==> src/rtl/uart_arb_pkg.sv <==
// Shared types and constants for the uart_tx arbiter: FSM state encoding,
// byte width and statistics counter widths.
package uart_arb_pkg;

    localparam int unsigned BYTE_W      = 8;
    localparam int unsigned STAT_PKT_W  = 16;
    localparam int unsigned STAT_BYTE_W = 24;

    typedef enum logic [1:0] {
        StIdle   = 2'd0,
        StSend   = 2'd1,
        StWaitLo = 2'd2,
        StWaitHi = 2'd3
    } arb_state_e;

endpackage

==> src/rtl/uart_tx_arbiter_rr_pick.sv <==
// Combinational round-robin selector: first valid requester at or after
// rr_ptr, wrapping at N_REQ.
module rr_pick
    import uart_arb_pkg::*;
#(
    parameter int unsigned N_REQ = 2,
    parameter int unsigned IDX_W = 3
) (
    input  logic [N_REQ-1:0] req_valid,
    input  logic [IDX_W-1:0] rr_ptr,
    output logic [IDX_W-1:0] idx,
    output logic             any
);

    always_comb begin
        idx = '0;
        any = 1'b0;
        // Outer loop walks the scan order, inner loop keeps every index a constant.
        for (int unsigned i = 0; i < N_REQ; i++) begin
            for (int unsigned j = 0; j < N_REQ; j++) begin
                if (!any && req_valid[j] && (((32'(rr_ptr) + i) % N_REQ) == j)) begin
                    idx = IDX_W'(j);
                    any = 1'b1;
                end
            end
        end
    end

endmodule

==> src/rtl/uart_tx_arbiter.sv <==
// Round-robin packet arbiter feeding a single uart_tx byte transmitter.
// Define UART_ARB_STATS_EN to add per-requester packet and total byte counters.
module uart_tx_arbiter
    import uart_arb_pkg::*;
#(
    parameter int unsigned N_REQ = 2,
    parameter int unsigned IDX_W = 3
) (
    input  logic                      clk,
    input  logic                      rst_n,
    input  logic [N_REQ-1:0]          req_valid,
    input  logic [BYTE_W*N_REQ-1:0]   req_data,
    input  logic [N_REQ-1:0]          req_last,
    output logic [N_REQ-1:0]          req_ready,
    output logic [BYTE_W-1:0]         tx_data,
    output logic                      tx_write,
    input  logic                      tx_ready,
    output logic [N_REQ-1:0]          grant_o,
    output logic                      busy_o
`ifdef UART_ARB_STATS_EN
    ,
    output logic [STAT_PKT_W*N_REQ-1:0] stat_pkts,
    output logic [STAT_BYTE_W-1:0]      stat_bytes
`endif
);

    arb_state_e        state_q;
    logic [IDX_W-1:0]  grant_q;
    logic [IDX_W-1:0]  rr_ptr_q;
    logic              last_q;

    logic [IDX_W-1:0]  pick_idx;
    logic              pick_any;
    logic [N_REQ-1:0]  grant_vec;
    logic              owner_valid;
    logic              owner_last;
    logic [BYTE_W-1:0] owner_data;
    logic              accept;
    logic              pkt_done;
    logic [IDX_W-1:0]  ptr_next;

    rr_pick #(
        .N_REQ (N_REQ),
        .IDX_W (IDX_W)
    ) u_rr_pick (
        .req_valid (req_valid),
        .rr_ptr    (rr_ptr_q),
        .idx       (pick_idx),
        .any       (pick_any)
    );

    // Owner-side mux built from a decoded grant so no variable index is needed.
    always_comb begin
        grant_vec  = '0;
        owner_data = '0;
        for (int unsigned i = 0; i < N_REQ; i++) begin
            grant_vec[i] = (grant_q == IDX_W'(i));
            if (grant_vec[i]) begin
                owner_data = req_data[i*BYTE_W +: BYTE_W];
            end
        end
    end

    assign owner_valid = |(req_valid & grant_vec);
    assign owner_last  = |(req_last & grant_vec);
    assign accept      = (state_q == StSend) && owner_valid && tx_ready;
    assign pkt_done    = (state_q == StWaitHi) && tx_ready && last_q;
    assign ptr_next    = (grant_q == IDX_W'(N_REQ - 1)) ? '0 : grant_q + IDX_W'(1);

    assign req_ready = ((state_q == StSend) && tx_ready) ? (req_valid & grant_vec) : '0;
    assign busy_o    = (state_q != StIdle);
    assign grant_o   = busy_o ? grant_vec : '0;

    always_ff @(posedge clk) begin
        if (!rst_n) begin
            state_q  <= StIdle;
            grant_q  <= '0;
            rr_ptr_q <= '0;
            last_q   <= 1'b0;
            tx_data  <= '0;
            tx_write <= 1'b0;
        end else begin
            tx_write <= accept;
            unique case (state_q)
                StIdle: begin
                    if (pick_any) begin
                        grant_q <= pick_idx;
                        state_q <= StSend;
                    end
                end
                StSend: begin
                    if (accept) begin
                        tx_data <= owner_data;
                        last_q  <= owner_last;
                        state_q <= StWaitLo;
                    end
                end
                StWaitLo: begin
                    if (!tx_ready) begin
                        state_q <= StWaitHi;
                    end
                end
                StWaitHi: begin
                    if (tx_ready) begin
                        if (last_q) begin
                            rr_ptr_q <= ptr_next;
                            grant_q  <= '0;
                            state_q  <= StIdle;
                        end else begin
                            state_q <= StSend;
                        end
                    end
                end
                default: state_q <= StIdle;
            endcase
        end
    end

`ifdef UART_ARB_STATS_EN
    logic [STAT_PKT_W-1:0] pkts_q [N_REQ];

    always_ff @(posedge clk) begin
        if (!rst_n) begin
            for (int unsigned i = 0; i < N_REQ; i++) begin
                pkts_q[i] <= '0;
            end
            stat_bytes <= '0;
        end else begin
            if (pkt_done) begin
                for (int unsigned i = 0; i < N_REQ; i++) begin
                    if (grant_vec[i]) begin
                        pkts_q[i] <= pkts_q[i] + STAT_PKT_W'(1);
                    end
                end
            end
            if (accept) begin
                stat_bytes <= stat_bytes + STAT_BYTE_W'(1);
            end
        end
    end

    always_comb begin
        stat_pkts = '0;
        for (int unsigned i = 0; i < N_REQ; i++) begin
            stat_pkts[i*STAT_PKT_W +: STAT_PKT_W] = pkts_q[i];
        end
    end
`endif

endmodule

==> config.mk <==
export PLATFORM = sky130hd
export DESIGN_NAME = uart_tx_arbiter
export DESIGN_NICKNAME = d
export VERILOG_FILES = /design/src/rtl/uart_arb_pkg.sv /design/src/rtl/uart_tx_arbiter_rr_pick.sv /design/src/rtl/uart_tx_arbiter.sv
export SDC_FILE = /design/constraint.sdc
export NUM_CORES = 1
export LEC_CHECK = 0
export CORE_AREA = 4 4 51 53
export CTS_BUF_LIST = sky130_fd_sc_hd__clkbuf_8 sky130_fd_sc_hd__clkbuf_16
export CTS_CLUSTER_DIAMETER = 50
export DETAILED_ROUTE_END_ITERATION = 8
export DIE_AREA = 0 0 55 57
export MAX_ROUTING_LAYER = met4
export PLACE_DENSITY = 0.8
export SYNTH_ARGS = -nofsm -noshare
export SYNTH_HDL_FRONTEND = slang
export SYNTH_SLANG_ARGS = --single-unit
export TNS_END_PERCENT = 1
==> constraint.sdc <==
create_clock -name clk -period 1.9 [get_ports clk]
set_input_delay 0.19 -clock clk [delete_from_list [all_inputs] [get_ports clk]]
set_output_delay 0.19 -clock clk [all_outputs]
set_load 0.005 [all_outputs]
**Word-level counts from Yosys, hierarchy flattened**

Cells that the tools add are included.

- Register bits after elaboration: 16
- Word-level logic and storage cells: 66

- Reduce and logical (&&, ||, !) cells: 25
- Add/subtract/negate cells: 2
- Bitwise logic cells: 2
- Equal/unequal tests: 9
- Muxes and demuxes: 22

Operator list:

| operator | count |
|---|---|
| 32-bit zero test | 2 |
| 8-bit 2-to-1 mux | 2 |
| 2-bit 2-to-1 mux | 6 |
| 1-bit logical AND | 10 |
| 2-bit != test (second input constant) | 5 |
| 1-bit 2-to-1 mux | 9 |
| 3-bit 2-to-1 mux | 3 |
| 2-bit one-hot mux with 4 select lines | 1 |
| 4-bit AND reduction | 2 |
| 3-bit one-hot mux with 2 select lines | 1 |
| 2-bit AND | 2 |
| 2-bit == test (second input constant) | 2 |
| 2-bit nonzero test | 2 |
| 2-bit OR reduction | 2 |
| 3-bit by 1-bit == test with 1-bit output (second input constant) | 1 |
| 1-bit zero test | 3 |
| 3-bit zero test | 1 |
| 3-bit AND reduction | 1 |
| 1-bit adder (second input constant) | 2 |
| 2-bit by 1-bit == test with 1-bit output (second input constant) | 1 |
| 2-bit zero test | 1 |
| 2-bit AND reduction | 1 |

**Logic depth before layout (Yosys ltp)**

Gate-level depths: netlist of the first run.

- Depth after elaboration: 17
- Gate-level depth with buffers: 6
- Mapped depth without buffers: 5

**Hierarchy**

A second synthesis of the first run with hierarchy kept.

- Cell total of the unflattened synthesis: 123
- Area total of the unflattened synthesis: 1,071.0 µm²

By module, submodules not included:

| module | sequential area each (µm²) | area an instance (µm²) | cells an instance | instances |
|---|---|---|---|---|
| uart_tx_arbiter | 360.3 | 1,034.7 | 117 | 1 |
| rr_pick | 0.0 | 36.3 | 6 | 1 |

**Worst setup path after synthesis of the first run**

OpenSTA, ideal clock, no wires.

- Path type: register to register
- From: register state_q[1]
- To: register state_q[0]
- Clock period less this slack: 1,583 ps
- Slack: 317 ps
- Path buffers: 0
- Stages on the path, launching flop included: 6
- Data arrival time: 1,466 ps
- Cell sequence: dfxtp_1 inv_1 ha_1 mux2_1 a2111o_1 a32o_1

- Longest elaborated chain between the ends: 5
- Elaborated cells on any way between the ends: 12
- Those cells by class: eq/ne: 7; mux: 1; reduce/logical: 4

Ends and longest elaborated chain:

| what | line | RTL |
|---|---|---|
| start: declaration | uart_tx_arbiter.sv:27 | `arb_state_e state_q;` |
| start signal: assignment | uart_tx_arbiter.sv:76 | `state_q <= StIdle;` |
| start signal: assignment | uart_tx_arbiter.sv:88 | `state_q <= StSend;` |
| start signal: assignment | uart_tx_arbiter.sv:95 | `state_q <= StWaitLo;` |
| 2-bit by 1-bit == test with 1-bit output | uart_tx_arbiter.sv:66, uart_tx_arbiter.sv:84 |  |
| 1-bit logical AND (2 in series) | uart_tx_arbiter.sv:66 | `assign accept = (state_q == StSend) && owner_valid && tx_ready;` |
| 2-bit != test (no source line) | -- |  |
| 4-bit AND reduction (no source line) | -- |  |

Parallel ways exist; a longest one is shown, timed or not.
A chain may end at the register's enable or synchronous reset.

**Worst setup path in the final report of the first run**

- From: register state_q[1]
- To: output port req_ready[1]

- Longest elaborated chain between the ends: 3

Ends and longest elaborated chain:

| what | line | RTL |
|---|---|---|
| 2-bit by 1-bit == test with 1-bit output | uart_tx_arbiter.sv:70 | `assign req_ready = ((state_q == StSend) && tx_ready) ? (req_valid & grant_vec) : '0;` |
| 1-bit logical AND | uart_tx_arbiter.sv:70 |  |
| 2-bit 2-to-1 mux | uart_tx_arbiter.sv:70 |  |
| end: declaration | uart_tx_arbiter.sv:14 | `output logic [N_REQ-1:0] req_ready,` |

No other way between the ends.

==> impl_results.html, run 1 <==
<table>
<tr><th>Metric</th><th>Value</th></tr>
<tr><th colspan="2">Outcome</th></tr>
<tr><td>Run status</td><td>completed</td></tr>
<tr><th colspan="2">Timing</th></tr>
<tr><td>Final period utilization</td><td>95.7%</td></tr>
<tr><td>Setup Total Neg Slack</td><td>0 ns</td></tr>
<tr><td>Unrepaired setup endpoints after global routing</td><td>false</td></tr>
<tr><td>Maximum achievable frequency</td><td>550 MHz</td></tr>
<tr><td>Post-layout min period</td><td>1.82 ns</td></tr>
<tr><td># setup viols final</td><td>0</td></tr>
<tr><td>Post-Route Skew</td><td>a little over 0.002 ns</td></tr>
<tr><td>Number of hold violations in the final report</td><td>0</td></tr>
<tr><td>Worst slew pin tran</td><td>around 0.54 ns</td></tr>
<tr><td>Number of pins exceeding their max-slew limit in the final report</td><td>0</td></tr>
<tr><td>Headroom to the max-slew limit</td><td>64.2%</td></tr>
<tr><th colspan="2">GRT</th></tr>
<tr><td>Combined global-route utilization of all metal layers</td><td>15.5%</td></tr>
<tr><td>Total congestion overflow</td><td>0</td></tr>
<tr><td>Initial antenna violation count</td><td>0</td></tr>
<tr><td>Via count of the first global-routing pass</td><td>843</td></tr>
<tr><td>Global-route wire length before repair</td><td>3.55 mm</td></tr>
<tr><td>Pin count of the biggest net entering global routing</td><td>17</td></tr>
<tr><th colspan="2">Yosys</th></tr>
<tr><td>Count of unique library cells instantiated by Yosys</td><td>30</td></tr>
<tr><td>Cell types occupying the most area after synthesis</td><td>sky130_fd_sc_hd__dfxtp_1 (34%), sky130_fd_sc_hd__mux2i_1 (12%), sky130_fd_sc_hd__o211a_1 (11%)</td></tr>
<tr><td>Top cell type by total area after synthesis</td><td>sky130_fd_sc_hd__dfxtp_1</td></tr>
<tr><td>Seq/Total Area, Yosys</td><td>33.9%</td></tr>
<tr><td>Synth Instances</td><td>82</td></tr>
<tr><td>Number of warnings reported in the yosys synthesis log</td><td>0</td></tr>
<tr><td>Share of the synthesized area in the top cell type</td><td>33.9%</td></tr>
<tr><td>Post-Syn Nets</td><td>109</td></tr>
<tr><td>Total of flip-flops plus latches after synthesis</td><td>14</td></tr>
<tr><td>Mean cell area of the mapped netlist</td><td>10.1 µm²</td></tr>
<tr><td>Combined area of all synthesized cells</td><td>a little over 800 µm²</td></tr>
<tr><th colspan="2">Layout</th></tr>
<tr><td>Fin area</td><td>around 1300 µm²</td></tr>
<tr><td>Most used cells in the layout excluding fill and tap cells</td><td>sky130_fd_sc_hd__clkdlybuf4s50_1 (35), sky130_fd_sc_hd__dfxtp_1 (12), sky130_fd_sc_hd__mux2i_1 (10)</td></tr>
<tr><td>Most common cell after layout, fill and taps aside</td><td>sky130_fd_sc_hd__clkdlybuf4s50_1</td></tr>
<tr><td>Area growth from synthesis to layout</td><td>57.6%</td></tr>
<tr><td>Share of cells above drive strength 1</td><td>14.8%</td></tr>
<tr><td>Final Core Density</td><td>60.7%</td></tr>
<tr><td>Diodes inserted</td><td>0</td></tr>
<tr><td>Nets</td><td>150</td></tr>
<tr><th colspan="2">Placed design</th></tr>
<tr><td>Post-DP HPWL</td><td>1.57 mm</td></tr>
<tr><td>Quantity of I/O buffers inserted on ports</td><td>36</td></tr>
<tr><td>Post-DP Area</td><td>1230 µm²</td></tr>
<tr><td>Placer Congestion</td><td>0.757</td></tr>
<tr><th colspan="2">Worst hold path</th></tr>
<tr><td>Kind of path behind the tightest hold check</td><td>flop to flop</td></tr>
<tr><th colspan="2">Clock network</th></tr>
<tr><td>Clock-pin slew on the worst setup and hold paths</td><td>approximately 0.06 ns</td></tr>
<tr><td>Number of CTS-inserted buffers</td><td>3</td></tr>
<tr><td>Buffer count from post-CTS setup fixing</td><td>0</td></tr>
<tr><td>TritonCTS clock tree</td><td>yes</td></tr>
<tr><td>CTS H-Tree Depth</td><td>1</td></tr>
<tr><td>Clock Path Buffers</td><td>2</td></tr>
<tr><td>Clock sink total</td><td>14</td></tr>
<tr><td>Clock tree root buffer cell</td><td>sky130_fd_sc_hd__clkbuf_8</td></tr>
<tr><td>Clock latency of the later-clocked register in the worst-skew pair</td><td>0.24 ns</td></tr>
<tr><th colspan="2">Detailed routing</th></tr>
<tr><td>Post-route DRC</td><td>0</td></tr>
<tr><td>Number of vias per cell after detailed routing</td><td>5.23</td></tr>
<tr><td>WL/cell</td><td>14.1 µm</td></tr>
<tr><td>Detailed Route WL</td><td>2.11 mm</td></tr>
<tr><td>Starting DRC count in detailed routing</td><td>4</td></tr>
<tr><td>Final ANT Viol Nets</td><td>0</td></tr>
<tr><td>First-pass iteration count of the detailed router</td><td>4</td></tr>
<tr><td>DR vias</td><td>785</td></tr>
<tr><th colspan="2">Floorplanning</th></tr>
<tr><td>Core region area</td><td>between 2000 and 2500 µm²</td></tr>
<tr><td>Overall die area</td><td>between 3000 and 4000 µm²</td></tr>
<tr><td>Die boundary width</td><td>55 µm</td></tr>
<tr><td>Vertical extent of the die</td><td>between 50 and 60 µm</td></tr>
<tr><td>Row count</td><td>17</td></tr>
<tr><td>Initial Utilization</td><td>38.5%</td></tr>
<tr><td>Total I/O pin count</td><td>37</td></tr>
<tr><th colspan="2">Critical path</th></tr>
<tr><td>Element type at the critical path end</td><td>output pin</td></tr>
<tr><td>Worst Setup Path Type</td><td>flop to output pin</td></tr>
<tr><td>Data arrival time at the worst-slack endpoint</td><td>between 1.5 and 2 ns</td></tr>
<tr><td>Startpoint types</td><td>flop</td></tr>
<tr><td>Crit path max fanout</td><td>5</td></tr>
<tr><td>Required time at the worst-slack endpoint</td><td>~1.7 ns</td></tr>
<tr><th colspan="2">Power and ir drop</th></tr>
<tr><td>Static power due to leakage</td><td>0.612 nW</td></tr>
<tr><td>Power Total</td><td>1.32 mW</td></tr>
<tr><td>Total power density per cell area</td><td>between 1000 and 1500 nW/µm²</td></tr>
<tr><td>Peak ir drop on the vdd network</td><td>approximately 0.00064 V</td></tr>
<tr><th colspan="2">Job</th></tr>
<tr><td>Count of max-cap constraint violations</td><td>0</td></tr>
</table>
layer usage:
layer | global-route usage (%) | routed length (µm) | vias to the layer above
li1 | - | - | 387
met1 | 16.8 | 843 | 369
met2 | 25.7 | 1080 | 29
met3 | 5.48 | 183 | 0
met4 | 4.86 | 0 | 0
met5 | - | 0 | -
path summary, 6_finish.rpt:
kind,start,cells after the start,to,slack [ns]
max reg2reg,state_q[0],5,state_q[0],0.19
min reg2reg,state_q[1],2,state_q[1],0.49
min,state_q[1],2,state_q[1],0.49
max,state_q[1],5,req_ready[1],0.08
worst max-delay path, stage by stage (launching register included):
cell	delay, ns
sky130_fd_sc_hd__dfxtp_2	0.34
sky130_fd_sc_hd__inv_2	0.09
sky130_fd_sc_hd__ha_4	0.16
sky130_fd_sc_hd__and2_4	0.15
sky130_fd_sc_hd__and3_1	0.15
sky130_fd_sc_hd__clkdlybuf4s50_1	0.49
cells in the mapped netlist:
master	number
sky130_fd_sc_hd__a2111o_1	1
sky130_fd_sc_hd__a2111oi_4	1
sky130_fd_sc_hd__a21boi_0	1
sky130_fd_sc_hd__a21boi_1	1
sky130_fd_sc_hd__a31o_2	1
sky130_fd_sc_hd__a32o_1	1
sky130_fd_sc_hd__and2_1	2
sky130_fd_sc_hd__and3_1	3
sky130_fd_sc_hd__buf_2	1
sky130_fd_sc_hd__buf_6	1
sky130_fd_sc_hd__clkbuf_1	2
sky130_fd_sc_hd__dfxtp_1	14
sky130_fd_sc_hd__ha_1	4
sky130_fd_sc_hd__inv_1	3
sky130_fd_sc_hd__mux2_1	1
sky130_fd_sc_hd__mux2_2	1
sky130_fd_sc_hd__mux2i_1	10
sky130_fd_sc_hd__mux2i_2	1
sky130_fd_sc_hd__nand2_1	3
sky130_fd_sc_hd__nand2b_1	1
sky130_fd_sc_hd__nand3_1	9
sky130_fd_sc_hd__nand4_1	1
sky130_fd_sc_hd__nand4b_1	1
sky130_fd_sc_hd__nor2_1	2
sky130_fd_sc_hd__nor2_2	1
sky130_fd_sc_hd__nor2b_1	2
sky130_fd_sc_hd__nor3b_1	2
sky130_fd_sc_hd__o211a_1	9
sky130_fd_sc_hd__o21ai_0	1
sky130_fd_sc_hd__o31ai_1	1
where the power goes:
| group | switching (mW) | internal [mW] |
|---|---|---|
| logic | 0.268 | 0.359 |
| registers | 0.0589 | 0.352 |
| clock network | 0.101 | 0.183 |
cell type report:
cell class,instances,area [µm²]
Clock buffer,4,55.1
Sequential cell,14,283
Timing Repair Buffer,40,393
Fill cell,195,845
Multi-Input combinational cell,61,527
Tap cell,28,35.0
Inverter,3,11.3
sequential cells by signal, summed over array words and instances, names as in the netlist:
name,cells
state_q,2
grant_q,1
tx_data,8
tx_write,1
rr_ptr_q,1
last_q,1
cell families (layout without fill, tap and decap cells):
| family | after synthesis | in the layout | share of synthesized area [%] |
|---|---|---|---|
| multiplexers | 13 | 13 | 16.5 |
| buffers and inverters | 7 | 47 | 4.24 |
| flip-flops | 14 | 14 | 33.9 |
| adder cells (fa/ha/maj) | 4 | 4 | 6.05 |
| AO/OA/AOI/OAI | 17 | 17 | 21.2 |
| AND/OR/NAND/NOR | 27 | 27 | 18.2 |
stage by stage:
step | hold WS (ns) | worst slack [ns] | instances
after floorplan | 0.336 | 0.317 | 82
final | 0.488 | 0.0812 | 150
after CTS | 0.503 | 0.0120 | 150
after detailed placement | 0.488 | 0.150 | 146
after global placement | 0.476 | 0.190 | 146
after global routing | 0.496 | 0.0178 | 150
what timing repair did:
action | CTS | global route
setup endpoints to repair | 2 | 2
hold buffers | 0 | 0
gates resized for setup | 4 | 3
(Power assumes the default switching activity.)
==> run 2: changes to the inputs <==
- CORE_AREA: 4 4 51 53 -> 4 4 57 59
- DIE_AREA: 0 0 55 57 -> 0 0 61 63
- PLACE_DENSITY: 0.8 -> 0.76
- SYNTH_HIERARCHICAL: unset -> 1
==> impl_results.html, run 2 <==
<table>
<tr><th>Metric</th><th>Value</th></tr>
<tr><th colspan="2">Outcome</th></tr>
<tr><td>Run status</td><td>completed</td></tr>
<tr><th colspan="2">Critical path</th></tr>
<tr><td>Element type at the critical path end</td><td>output pin</td></tr>
<tr><td>Worst Reg2Reg Path Length in Cells</td><td>7</td></tr>
<tr><td>Worst reg2reg startpoint</td><td>state_q[1]</td></tr>
<tr><td>Worst Setup Path Type</td><td>flop to output pin</td></tr>
<tr><td>Crit path max fanout</td><td>7</td></tr>
<tr><td>Data arrival time at the worst-slack endpoint</td><td>1.63 ns</td></tr>
<tr><td>Reg2reg end</td><td>tx_data[7]</td></tr>
<tr><td>Worst R2R Setup Slack</td><td>about 0.26 ns</td></tr>
<tr><td>Required time at the worst-slack endpoint</td><td>1.71 ns</td></tr>
<tr><td>Startpoint types</td><td>flop</td></tr>
<tr><th colspan="2">Yosys</th></tr>
<tr><td>Number of warnings reported in the yosys synthesis log</td><td>6</td></tr>
<tr><td>Mean cell area of the mapped netlist</td><td>~8.7 µm²</td></tr>
<tr><td>Synth Instances</td><td>112</td></tr>
<tr><td>Combined area of all synthesized cells</td><td>978 µm²</td></tr>
<tr><th colspan="2">Clock network</th></tr>
<tr><td>Clock tree root buffer cell</td><td>sky130_fd_sc_hd__clkbuf_8</td></tr>
<tr><td>CTS H-Tree Depth</td><td>1</td></tr>
<tr><td>Number of CTS-inserted buffers</td><td>3</td></tr>
<tr><td>Clock sink total</td><td>16</td></tr>
<tr><td>Clock-pin slew on the worst setup and hold paths</td><td>approximately 0.07 ns</td></tr>
<tr><td>Buffer count from post-CTS setup fixing</td><td>0</td></tr>
<tr><td>TritonCTS clock tree</td><td>yes</td></tr>
<tr><td>Clock latency of the later-clocked register in the worst-skew pair</td><td>0.25 ns</td></tr>
<tr><td>Clock Path Buffers</td><td>2</td></tr>
<tr><th colspan="2">Timing</th></tr>
<tr><td>Post-layout min period</td><td>between 1.5 and 2 ns</td></tr>
<tr><td>Headroom to the max-slew limit</td><td>between 60% and 70%</td></tr>
<tr><td>Unrepaired setup endpoints after global routing</td><td>false</td></tr>
<tr><td>Final period utilization</td><td>95.7%</td></tr>
<tr><td>Maximum achievable frequency</td><td>550 MHz</td></tr>
<tr><td>Setup Total Neg Slack</td><td>0 ns</td></tr>
<tr><td>Post-Route Skew</td><td>0.00392 ns</td></tr>
<tr><td>Number of pins exceeding their max-slew limit in the final report</td><td>0</td></tr>
<tr><td>Worst slew pin tran</td><td>0.524 ns</td></tr>
<tr><td>Number of hold violations in the final report</td><td>0</td></tr>
<tr><td>Tightest hold margin</td><td>slightly below 0.5 ns</td></tr>
<tr><td># setup viols final</td><td>0</td></tr>
<tr><th colspan="2">Floorplanning</th></tr>
<tr><td>Vertical extent of the die</td><td>roughly 63 µm</td></tr>
<tr><td>Total I/O pin count</td><td>37</td></tr>
<tr><td>Row count</td><td>19</td></tr>
<tr><td>Overall die area</td><td>~3800 µm²</td></tr>
<tr><td>Initial Utilization</td><td>36.1%</td></tr>
<tr><td>Core region area</td><td>2710 µm²</td></tr>
<tr><td>Die boundary width</td><td>61 µm</td></tr>
<tr><th colspan="2">Detailed routing</th></tr>
<tr><td>Final ANT Viol Nets</td><td>0</td></tr>
<tr><td>WL/cell</td><td>between 10 and 15 µm</td></tr>
<tr><td>Starting DRC count in detailed routing</td><td>16</td></tr>
<tr><td>DR vias</td><td>899</td></tr>
<tr><td>Number of vias per cell after detailed routing</td><td>4.97</td></tr>
<tr><td>Detailed Route WL</td><td>2.43 mm</td></tr>
<tr><td>First-pass iteration count of the detailed router</td><td>4</td></tr>
<tr><td>Post-route DRC</td><td>0</td></tr>
<tr><th colspan="2">Layout</th></tr>
<tr><td>Most used cells in the layout excluding fill and tap cells</td><td>sky130_fd_sc_hd__clkdlybuf4s50_1 (33), sky130_fd_sc_hd__mux2i_1 (19), sky130_fd_sc_hd__nor2_1 (18)</td></tr>
<tr><td>Share of cells above drive strength 1</td><td>around an eighth</td></tr>
<tr><td>Flip-flop count of the largest register after layout</td><td>8</td></tr>
<tr><td>Most common cell after layout, fill and taps aside</td><td>sky130_fd_sc_hd__clkdlybuf4s50_1</td></tr>
<tr><td>Nets</td><td>~180</td></tr>
<tr><td>Fin area</td><td>1440 µm²</td></tr>
<tr><td>Top Registers</td><td>tx_data: 8 flops, grant_q: 3 flops, state_q: 2 flops</td></tr>
<tr><td>Diodes inserted</td><td>0</td></tr>
<tr><td>Area growth from synthesis to layout</td><td>47.4%</td></tr>
<tr><td>Largest register by flop count</td><td>tx_data</td></tr>
<tr><th colspan="2">Placed design</th></tr>
<tr><td>Placer Congestion</td><td>0.855</td></tr>
<tr><td>Post-DP Area</td><td>approximately 1400 µm²</td></tr>
<tr><td>Post-DP HPWL</td><td>1.91 mm</td></tr>
<tr><td>Quantity of I/O buffers inserted on ports</td><td>36</td></tr>
<tr><th colspan="2">Power and ir drop</th></tr>
<tr><td>Static power due to leakage</td><td>between 0.5 and 0.6 nW</td></tr>
<tr><td>Power Total</td><td>1.39 mW</td></tr>
<tr><td>Peak ir drop on the vdd network</td><td>0.000559 V</td></tr>
<tr><td>Total power density per cell area</td><td>between 900 and 1000 nW/µm²</td></tr>
<tr><th colspan="2">GRT</th></tr>
<tr><td>Initial antenna violation count</td><td>0</td></tr>
<tr><td>Global-route wire length before repair</td><td>3.91 mm</td></tr>
<tr><td>Combined global-route utilization of all metal layers</td><td>between 10% and 20%</td></tr>
<tr><td>Pin count of the biggest net entering global routing</td><td>15</td></tr>
<tr><td>Total congestion overflow</td><td>0</td></tr>
<tr><td>Via count of the first global-routing pass</td><td>915</td></tr>
<tr><th colspan="2">Worst hold path</th></tr>
<tr><td>Worst hold path endpoint</td><td>grant_q[2]</td></tr>
<tr><td>Instance count along the most critical hold path</td><td>2</td></tr>
<tr><td>Startpoint of the worst hold path</td><td>grant_q[2]</td></tr>
<tr><td>Kind of path behind the tightest hold check</td><td>flop to flop</td></tr>
<tr><th colspan="2">Job</th></tr>
<tr><td>Count of max-cap constraint violations</td><td>0</td></tr>
</table>
==> run 2: worst max-delay path, cell delays in order, from the launching register on <==
cell                              delay, ns
sky130_fd_sc_hd__dfxtp_4               0.38
sky130_fd_sc_hd__inv_1                 0.08
sky130_fd_sc_hd__ha_2                  0.21
sky130_fd_sc_hd__buf_4                 0.16
sky130_fd_sc_hd__inv_1                 0.07
sky130_fd_sc_hd__clkdlybuf4s50_1       0.49
==> run 2: how the worst max path moves through the flow <==
stage | slack [ns] | to | from
floorplan | 0.42 | tx_data[0] | state_q[1]
global placement | 0.11 | req_ready[0] | tx_ready
detailed placement | 0.11 | req_ready[0] | tx_ready
CTS | 0.01 | busy_o | state_q[0]
global route | 0.009 | req_ready[1] | state_q[1]
finish | 0.08 | busy_o | state_q[0]
==> run 2: cell type report <==
class	instances	area, µm²
Multi-Input combinational cell	82	603
Inverter	7	26.3
Fill cell	259	1270
Sequential cell	16	325
Clock buffer	4	55.1
Tap cell	31	38.8
Timing Repair Buffer	41	394
==> run 2: layer usage <==
layer	wire length, µm	up-vias	global-route usage, %	part of all wire (%)
met5	0	-	-	0
met4	53	0	7.59	2.2
met3	184	7	4.55	7.6
met2	1120	35	20.5	46
met1	1070	407	15.5	44
li1	-	450	-	-
==> run 2: power breakdown <==
part	internal [mW]	switching (mW)
Combinational	0.338	0.310
Clock	0.184	0.118
Sequential	0.389	0.0534
Total	0.911	0.481
==> run 2: metrics by stage <==
step / setup slack (ns) / std cells / utilization, %
4_1_cts: 0.0121 / 181 / 53.0
2_1_floorplan: 0.422 / 113 / -
3_5_place_dp: 0.113 / 177 / 50.6
5_1_grt: 0.00881 / 181 / 53.2
3_3_place_gp: 0.106 / 177 / 50.6
6_report: 0.0812 / 181 / 53.2
==> run 2: what timing repair did <==
| item | 4_1_cts | 5_1_grt |
|---|---|---|
| resized for setup | 7 | 3 |
| setup endpoints to repair | 5 | 2 |
| hold buffers | 0 | 0 |
| pin swaps | 1 | 0 |
